### config.mk
export PLATFORM = sky130hd
export DESIGN_NAME = pipeline_hazard_ctrl
export DESIGN_NICKNAME = d
export VERILOG_FILES = /design/src/rtl/pipeline_hazard_ctrl.sv
export SDC_FILE = /design/constraint.sdc
export NUM_CORES = 1
export LEC_CHECK = 0
export CAP_MARGIN = 20
export CORE_MARGIN = 2
export CORE_UTILIZATION = 30
export CTS_CLUSTER_DIAMETER = 150
export DETAILED_ROUTE_END_ITERATION = 7
export GPL_ROUTABILITY_DRIVEN = 1
export GPL_TIMING_DRIVEN = 0
export SLEW_MARGIN = 20
export SYNTH_ARGS = -nofsm -noshare
export SYNTH_HDL_FRONTEND = slang
export SYNTH_SLANG_ARGS = --single-unit
export TNS_END_PERCENT = 1
### constraint.sdc
create_clock -name clk -period 2.75 [get_ports clk]
set_input_delay 0.825 -clock clk [delete_from_list [all_inputs] [get_ports clk]]
set_output_delay 0.825 -clock clk [all_outputs]
set_load 0.1 [all_outputs]
### src/rtl/pipeline_hazard_ctrl.sv
// Hazard and stall controller for a five-stage in-order pipeline: load-use interlock,
// EX-stage redirect flush, data-memory wait/timeout FSM and saturating performance counters.
module pipeline_hazard_ctrl #(
    parameter int MEM_TIMEOUT = 16,
    parameter int CNT_W       = 32
) (
    input  logic             clk,
    input  logic             rst_n,
    input  logic             id_valid,
    input  logic [4:0]       id_rs1,
    input  logic [4:0]       id_rs2,
    input  logic             id_use_rs1,
    input  logic             id_use_rs2,
    input  logic             ex_valid,
    input  logic [4:0]       ex_rd,
    input  logic             ex_is_load,
    input  logic             ex_br_taken,
    input  logic             ex_jump,
    input  logic             ex_out_allow,
    input  logic             mem_req,
    input  logic             mem_ack,
    output logic             id_ready_go,
    output logic             ex_ready_go,
    output logic             mem_ready_go,
    output logic             if_id_clear,
    output logic             id_ex_clear,
    output logic             pc_redirect,
    output logic             mem_err,
    output logic [CNT_W-1:0] stall_cnt,
    output logic [CNT_W-1:0] flush_cnt,
    output logic [1:0]       dbg_state
);

    localparam int TMR_W = $clog2(MEM_TIMEOUT + 1);
    localparam logic [TMR_W-1:0] TMR_LAST = TMR_W'(MEM_TIMEOUT - 1);
    localparam logic [TMR_W-1:0] TMR_ONE  = TMR_W'(1);

    typedef enum logic [1:0] {
        S_RUN      = 2'd0,
        S_MEM_WAIT = 2'd1,
        S_ERR      = 2'd2
    } state_e;

    state_e           state_q, state_d;
    logic [TMR_W-1:0] timer_q, timer_d;
    logic [CNT_W-1:0] stall_cnt_q, stall_cnt_d;
    logic [CNT_W-1:0] flush_cnt_q, flush_cnt_d;

    logic in_err;
    logic load_use;
    logic redirect;
    logic stall_event;

    // Pipeline interlock and redirect: purely combinational so a hazard
    // holds ID in the very cycle it is detected.
    always_comb begin
        in_err      = (state_q == S_ERR);
        load_use    = id_valid && ex_valid && ex_is_load && (ex_rd != 5'd0) &&
                      ((id_use_rs1 && (id_rs1 == ex_rd)) ||
                       (id_use_rs2 && (id_rs2 == ex_rd)));
        ex_ready_go = !in_err;
        id_ready_go = !load_use && !in_err;
        redirect    = ex_valid && (ex_br_taken || ex_jump) && ex_ready_go && ex_out_allow;
        pc_redirect = redirect;
        if_id_clear = redirect;
        id_ex_clear = redirect;
    end

    // Memory-response FSM: the timer counts cycles spent waiting, the RUN cycle
    // that issued the request counting as the first.
    always_comb begin
        state_d      = state_q;
        timer_d      = timer_q;
        mem_ready_go = 1'b0;
        case (state_q)
            S_RUN: begin
                mem_ready_go = !mem_req || mem_ack;
                if (mem_req && !mem_ack) begin
                    state_d = S_MEM_WAIT;
                    timer_d = TMR_ONE;
                end
            end
            S_MEM_WAIT: begin
                mem_ready_go = mem_ack;
                if (mem_ack || !mem_req) begin
                    state_d = S_RUN;
                    timer_d = '0;
                end else if (timer_q == TMR_LAST) begin
                    state_d = S_ERR;
                end else begin
                    timer_d = timer_q + TMR_ONE;
                end
            end
            S_ERR: begin
                mem_ready_go = 1'b0;
            end
            default: begin
                state_d = S_RUN;
                timer_d = '0;
            end
        endcase
    end

    always_comb begin
        stall_event = !in_err && ((id_valid && !id_ready_go) || (mem_req && !mem_ready_go));
        stall_cnt_d = stall_cnt_q;
        flush_cnt_d = flush_cnt_q;
        if (stall_event && (stall_cnt_q != {CNT_W{1'b1}})) begin
            stall_cnt_d = stall_cnt_q + 1'b1;
        end
        if (redirect && (flush_cnt_q != {CNT_W{1'b1}})) begin
            flush_cnt_d = flush_cnt_q + 1'b1;
        end
    end

    always_ff @(posedge clk) begin
        if (!rst_n) begin
            state_q     <= S_RUN;
            timer_q     <= '0;
            stall_cnt_q <= '0;
            flush_cnt_q <= '0;
        end else begin
            state_q     <= state_d;
            timer_q     <= timer_d;
            stall_cnt_q <= stall_cnt_d;
            flush_cnt_q <= flush_cnt_d;
        end
    end

    // ERR is left only through reset, so the state itself is the sticky flag.
    assign mem_err   = in_err;
    assign stall_cnt = stall_cnt_q;
    assign flush_cnt = flush_cnt_q;
    assign dbg_state = state_q;

endmodule

==> qor.txt, run 1 <==
fmax = 344 MHz
initial DRC count = 154
Max Cap Viol = 0
Die Span X = 113 um
wire per inst = 14.2 um
status = finished with violations
initial core utilization = 0.310
number of global-route vias before repair = 3,441
Async SR Flop Fraction = 0
area delta synth->final = 49.7%
ANT nets after route = 0
post-synth top area share = 0.398
Design Area, Final = 5350 um2
sequential share of power = 0.422
Syn Inst Count = 437
Worst Max-Slew Pin Slew = 0.997 ns
Final setup viols = 3
Synth Net Count = 468
setup TNS = -0.295 ns
main flop type after synthesis = dfxtp_1
Root Driver = clkbuf_16
switching part of the total = 0.241
# port buffers = 98
Die Area = 12,800 um2
antenna violations before repair = 0
FP Rows = 39
Post-Route Utilization = 0.465
worst hold path class = reg2reg
largest net degree at the start of global routing = 14
Syn. warnings = 0
pwr dens = 462 nW/um2
Worst-Skew Late Latency = 0.33 ns
synth unique cells = 49
Critical Path End Type = output port
CP startpoint kind = input port
Tmin final = 2.91 ns
ant diodes = 0
fin nets = 586
synth top area cells = dfxtp_1 40%, xnor2_1 9.1%, nor2_1 6.7%
Clock Skews = 0.0109 ns
Clock Tree Buf Depth = 2
Slew Viols, Final = 0
router iterations before antenna repair = 7
CP max FO = 3
relative slew slack = 0.334
sinks on the clock net = 71
Post-DP Area = 4780 um2
clk slew on worst S/H paths = 0.05 ns
combinational share of power = 0.086
cts bufs inserted = 9
WHS = 0.490 ns
Critical R2R Launch = stall_cnt[0]
CTS tree = yes
Ports = 100
first-pass GRT wire length = 16,500 um
total grt overflow = 0
HP Start = stall_cnt[1]
global placement routability congestion = 0.820
vias post-DR = 3,507
Max VDD drop = 221 uV
WP data arrival = 2.08 ns
drc violations = 11
RSZ-0062 raised after global routing = true
slack of the critical path = -0.159 ns
total routed wirelength = 10000 um
DP Wirelength = 7260 um
FF+latch count, synth = 71
cts hold-fix bufs = 0
number of H-tree levels = 3
dpl ws = -1.57 ns
share of layout cells above drive strength 1 = 0.136
Switch Pwr = 0.595 mW
Avg Cell Area, Syn = 8.18 um2
Total GRT Usage = 0.158
Worst setup startpoint = ex_rd[2]
Clk pwr share = 0.493
Post-synth EDFFs = 0
Lkg Pwr = 2.48 nW
Crit Path Category = in2out
WP data required = 1.93 ns
final hold vios = 0
DIE HEIGHT = 113 um
post-DR vias/cell = 4.99
Int Power = 1.88 mW
Mapped Area = 3570 um2
fin crit share = 1.06
failing checks = DRC, setup timing
filler cell count = 1,157
biggest area consumer among synthesized cells = dfxtp_1
core area = 11,500 um2
sequential share of the synthesized area = 0.398
-- cell usage after synthesis, types with 4 or more instances --
library cell,n
a21oi_1,21
and2_1,5
and3_1,13
and4_1,7
clkbuf_1,14
dfxtp_1,71
ha_1,4
inv_1,8
nand2_1,37
nand2b_1,6
nand3_1,24
nand4_1,18
nor2_1,64
nor3_1,16
nor3b_1,4
nor4_1,6
o21ai_0,11
o31ai_1,4
or3_1,9
or4_1,6
xnor2_1,37
xor2_1,19
-- metal layers --
| layer | global-route usage | share of wire | vias to the layer above |
|---|---|---|---|
| met3 | 0.0471 | 0.077 | 9 |
| met5 | 0 | 0 | - |
| li1 | - | - | 1776 |
| met4 | 0.0447 | 0.0083 | 0 |
| met2 | 0.265 | 0.47 | 114 |
| met1 | 0.196 | 0.44 | 1608 |
-- layout make-up --
type	instances	area (um2)	area share
clock inverter	5	62.6	0.0117
tap	143	179	0.0334
inverter	9	41.3	0.00772
multi-input combinational	337	2150	0.401
timing repair buffer	108	1130	0.211
clock buffer	11	253	0.0472
buffer	19	110	0.0206
sequential	71	1430	0.268
-- power by group through the flow --
stage	combinational, mW	clock, mW	sequential [mW]
detailed placement	0.198	0	1.07
CTS	0.208	1.25	1.04
global placement	0.196	0	1.06
global route	0.226	1.29	1.04
floorplan	0.0904	0	1.09
finish	0.211	1.22	1.04
-- cell usage in the layout (no fill, tap or decap), types with 5 or more instances in the layout --
master	count
dfxtp_1	67
nor2_1	64
dlymetal6s2s_1	39
nand2_1	37
xnor2_1	35
clkdlybuf4s50_1	29
nand3_1	24
dlygate4sd2_1	21
a21oi_1	19
xor2_1	19
nand4_1	18
nor3_1	16
and3_1	13
clkbuf_1	12
o21ai_0	11
buf_4	11
clkbuf_16	9
or3_1	8
and4_1	7
inv_1	5
or4_4	5
and2_1	5
buf_2	5
-- logic make-up (layout without fill, tap and decap cells) --
logic type | after synthesis | after routing | synth area share
simple gates | 226 | 226 | 0.327
flops | 71 | 71 | 0.398
xor+xnor | 56 | 56 | 0.137
compound gates | 48 | 48 | 0.0791
buf+inv | 29 | 152 | 0.0357
fa+ha+maj | 4 | 4 | 0.0140
mux | 3 | 3 | 0.00875
-- critical path, cell delays in order --
cell       delay (ns)
buf_2            0.12
or4_4            0.53
o2111ai_2        0.19
inv_2            0.08
a21oi_4          0.14
buf_12           0.19
-- registers in the layout (all words and copies together) (netlist names) --
register   flops
dbg_state      2
timer_q        5
stall_cnt     32
flush_cnt     32
-- what timing repair did --
item                       CTS  global route
gates resized for setup     91            60
setup buffers                4             4
pin swaps                    9            18
setup endpoints to repair   64            65
-- path summary, 6_finish.rpt --
check	end	slack, ns	cells after the start
min	stall_cnt[1]	0.49	2
max	id_ready_go	-0.16	6
min reg2reg	stall_cnt[1]	0.49	2
max reg2reg	stall_cnt[31]	-0.08	10
-- through the flow --
step,power [mW],instances
after detailed placement,1.26,680
after global routing,2.56,703
final,2.47,703
after floorplan,1.19,437
after CTS,2.50,700
after global placement,1.26,678
Power figures use the tool's default switching activity.
==> inputs of run 2 (changes only) <==
--- a/config.mk
+++ b/config.mk
@@ -6,12 +6,15 @@
 export NUM_CORES = 1
 export LEC_CHECK = 0
 export CAP_MARGIN = 20
+export CELL_PAD_IN_SITES_DETAIL_PLACEMENT = 1
+export CELL_PAD_IN_SITES_GLOBAL_PLACEMENT = 1
 export CORE_MARGIN = 2
 export CORE_UTILIZATION = 30
 export CTS_CLUSTER_DIAMETER = 150
 export DETAILED_ROUTE_END_ITERATION = 7
 export GPL_ROUTABILITY_DRIVEN = 1
 export GPL_TIMING_DRIVEN = 0
+export PLACE_DENSITY_LB_ADDON = 0.1
 export SLEW_MARGIN = 20
 export SYNTH_ARGS = -nofsm -noshare
 export SYNTH_HDL_FRONTEND = slang
==> qor.txt, run 2 (synthesis results as in run 1) <==
status = finished with violations
failing checks = DRC, setup timing
fin crit share = 1.05 (-0.00327)
clk slew on worst S/H paths = 0.06 ns (about the same)
final hold vios = 0 (unchanged)
initial DRC count = 109 (-29%)
cts bufs inserted = 9 (unchanged)
total grt overflow = 0 (unchanged)
Total GRT Usage = 0.177 (+0.0195)
worst hold path class = reg2reg
cts hold-fix bufs = 0 (unchanged)
Root Driver = clkbuf_16
Post-Layout Cell Count = 711 (+1.1%)
Lkg Pwr = 2.42 nW (-2.5%)
reg2reg setup slack = -0.13 ns (-0.05 ns)
dpl ws = -1.52 ns (+0.0422 ns)
Die Area = 12,800 um2 (unchanged)
Final setup viols = 4 (+1)
Clock Tree Buf Depth = 2 (unchanged)
CP max FO = 3 (unchanged)
switching part of the total = 0.249 (+0.00780)
router iterations before antenna repair = 6 (-1)
share of layout cells above drive strength 1 = 0.144 (+0.00865)
vias post-DR = 3,584 (+2.2%)
most frequent cells in the layout = 66 x dfxtp_1, 64 x nor2_1, 37 x nand2_1
sinks on the clock net = 71 (unchanged)
Placed Cells = 679 (-0.15%)
area delta synth->final = 50.7%
# port buffers = 98 (unchanged)
DP Wirelength = 7950 um (+9.5%)
critical path's top delay family = simple AND/OR/NAND/NOR gates
relative slew slack = 0.345 (+0.0103)
Hold EP = stall_cnt[1]
drc violations = 11 (unchanged)
pwr dens = 441 nW/um2 (-4.6%)
core area = 11,500 um2 (unchanged)
Tmin final = 2.90 ns (-0.00898 ns)
wire per inst = 15.7 um (+10%)
Max VDD drop = 212 uV (-4.1%)
number of H-tree levels = 3 (unchanged)
Buffers & Inverters on Critical Path = 3 (unchanged)
crit-path cells = buf_8, or4_4, o2111ai_2, inv_2, a21oi_4, buf_12
RSZ-0062 raised after global routing = true
fmax = 345 MHz (+0.31%)
Crit Path Category = in2out
FP Rows = 39 (unchanged)
R2R Path End = stall_cnt[31]
global placement routability congestion = 0.820 (about the same)
Critical R2R Launch = stall_cnt[0]
Clk pwr share = 0.466 (-0.027)
initial core utilization = 0.310 (unchanged)
largest net degree at the start of global routing = 12 (-2)
ANT nets after route = 0 (unchanged)
crit path max-delay cell type = or4_4
combinational share of power = 0.095 (+0.009)
slack of the critical path = -0.150 ns (+0.00898 ns)
Die Span X = 113 um (unchanged)
number of global-route vias before repair = 3,702 (+7.6%)
sequential share of power = 0.439 (+0.017)
Worst-Skew Late Latency = 0.34 ns (about the same)
ant diodes = 0 (unchanged)
Switch Pwr = 0.590 mW (-0.87%)
CP startpoint kind = input port
Slew Viols, Final = 0 (unchanged)
Clock Skews = 0.00579 ns (-0.00508 ns)
Int Power = 1.78 mW (-5.0%)
WP data required = 1.93 ns (about the same)
R2R depth = 11 (+1)
Worst Max-Slew Pin Slew = 0.982 ns (-0.0154 ns)
WP data arrival = 2.07 ns (about the same)
Max Cap Viol = 0 (unchanged)
DIE HEIGHT = 113 um (unchanged)
fin nets = 594 (+1.4%)
post-DR vias/cell = 5.04 (+1.0%)
CTS tree = yes
WHS Path Cells = 2 (unchanged)
slowest stage delay, CP = 0.53 ns (about the same)
Critical Path End Type = output port
commonest non-fill, non-tap cell in the layout = dfxtp_1
HP Start = stall_cnt[1]
first-pass GRT wire length = 18,300 um (+10%)
total routed wirelength = 11,100 um (+11%)
Ports = 100 (unchanged)
antenna violations before repair = 0 (unchanged)
run 2: cell count changes in the layout (fill, tap and decap cells not counted), sizes merged:
cell,delta
inv,-2
bufinv,-1
buf,+12
dlygate4sd2,+7
clkinv,+1
clkbuf,-1
clkdlybuf4s50,-2
clkdlybuf4s15,+1
dlymetal6s2s,-7
run 2: how the worst max path moves through the flow:
| stage | from | to | cells after the start |
|---|---|---|---|
| 5_1_grt | stall_cnt[0] | stall_cnt[31] | 11 |
| 3_5_place_dp | ex_rd[1] | id_ready_go | 6 |
| 3_3_place_gp | ex_rd[1] | id_ready_go | 6 |
| 2_1_floorplan | dbg_state[0] | stall_cnt[31] | 8 |
| 6_report | ex_rd[1] | id_ready_go | 6 |
| 4_1_cts | id_rs2[3] | stall_cnt[31] | 9 |
run 2: power by group through the flow:
| stage | Clock [mW] | Combinational [mW] | Sequential (mW) |
|---|---|---|---|
| final | 1.11 | 0.225 | 1.04 |
| after global routing | 1.18 | 0.241 | 1.04 |
| after CTS | 1.14 | 0.212 | 1.04 |
| after detailed placement | 0 | 0.201 | 1.07 |
| after global placement | 0 | 0.198 | 1.07 |
| after floorplan | 0 | 0.0904 | 1.09 |
run 2: layout make-up:
cell class	instances	area, um2
inverters	9	41.3
multi-input cells	337	2160
clock buffers	13	260
fillers	1357	6130
plain buffers	20	126
clock inverters	3	16.3
well taps	143	179
repair buffers	115	1170
flip-flops and latches	71	1430
run 2: metrics by stage:
| stage | hold slack (ns) | total power, mW | utilization | setup TNS (ns) | cell area [um2] |
|---|---|---|---|---|---|
| after detailed placement | 0.484 | 1.27 | 0.415 | -41.38 | 4780 |
| after floorplan | 0.457 | 1.19 | - | -13.83 | 3610 |
| after global routing | 0.530 | 2.47 | 0.468 | -1.07 | 5390 |
| after CTS | 0.491 | 2.40 | 0.446 | -3.21 | 5140 |
| final | 0.489 | 2.37 | 0.468 | -0.417 | 5390 |
| after global placement | 0.477 | 1.26 | 0.414 | -43.71 | 4770 |
run 2: layer usage:
| layer | vias to the layer above | wire (um) | global-route usage |
|---|---|---|---|
| met5 | - | 0 | 0 |
| met4 | 0 | 172 | 0.0634 |
| met3 | 14 | 571 | 0.0359 |
| met2 | 80 | 5200 | 0.295 |
| met1 | 1712 | 5190 | 0.227 |
| li1 | 1778 | - | - |
run 2: worst min-delay path, delay by kind of cell, from the launching register on:
| family | cells | cell delay, ns |
|---|---|---|
| AND/OR/NAND/NOR | 1 | 0.05 |
| AO/OA/AOI/OAI | 1 | 0.06 |
| flip-flops | 1 | 0.34 |
run 2: repair_timing:
item / 4_1_cts / 5_1_grt
pin swaps: 10 / 21
endpoints found under the setup margin: 74 / 60
gates resized for setup: 96 / 68
cloned: 0 / 0
hold endpoints to repair: 0 / 0
setup buffers: 4 / 12
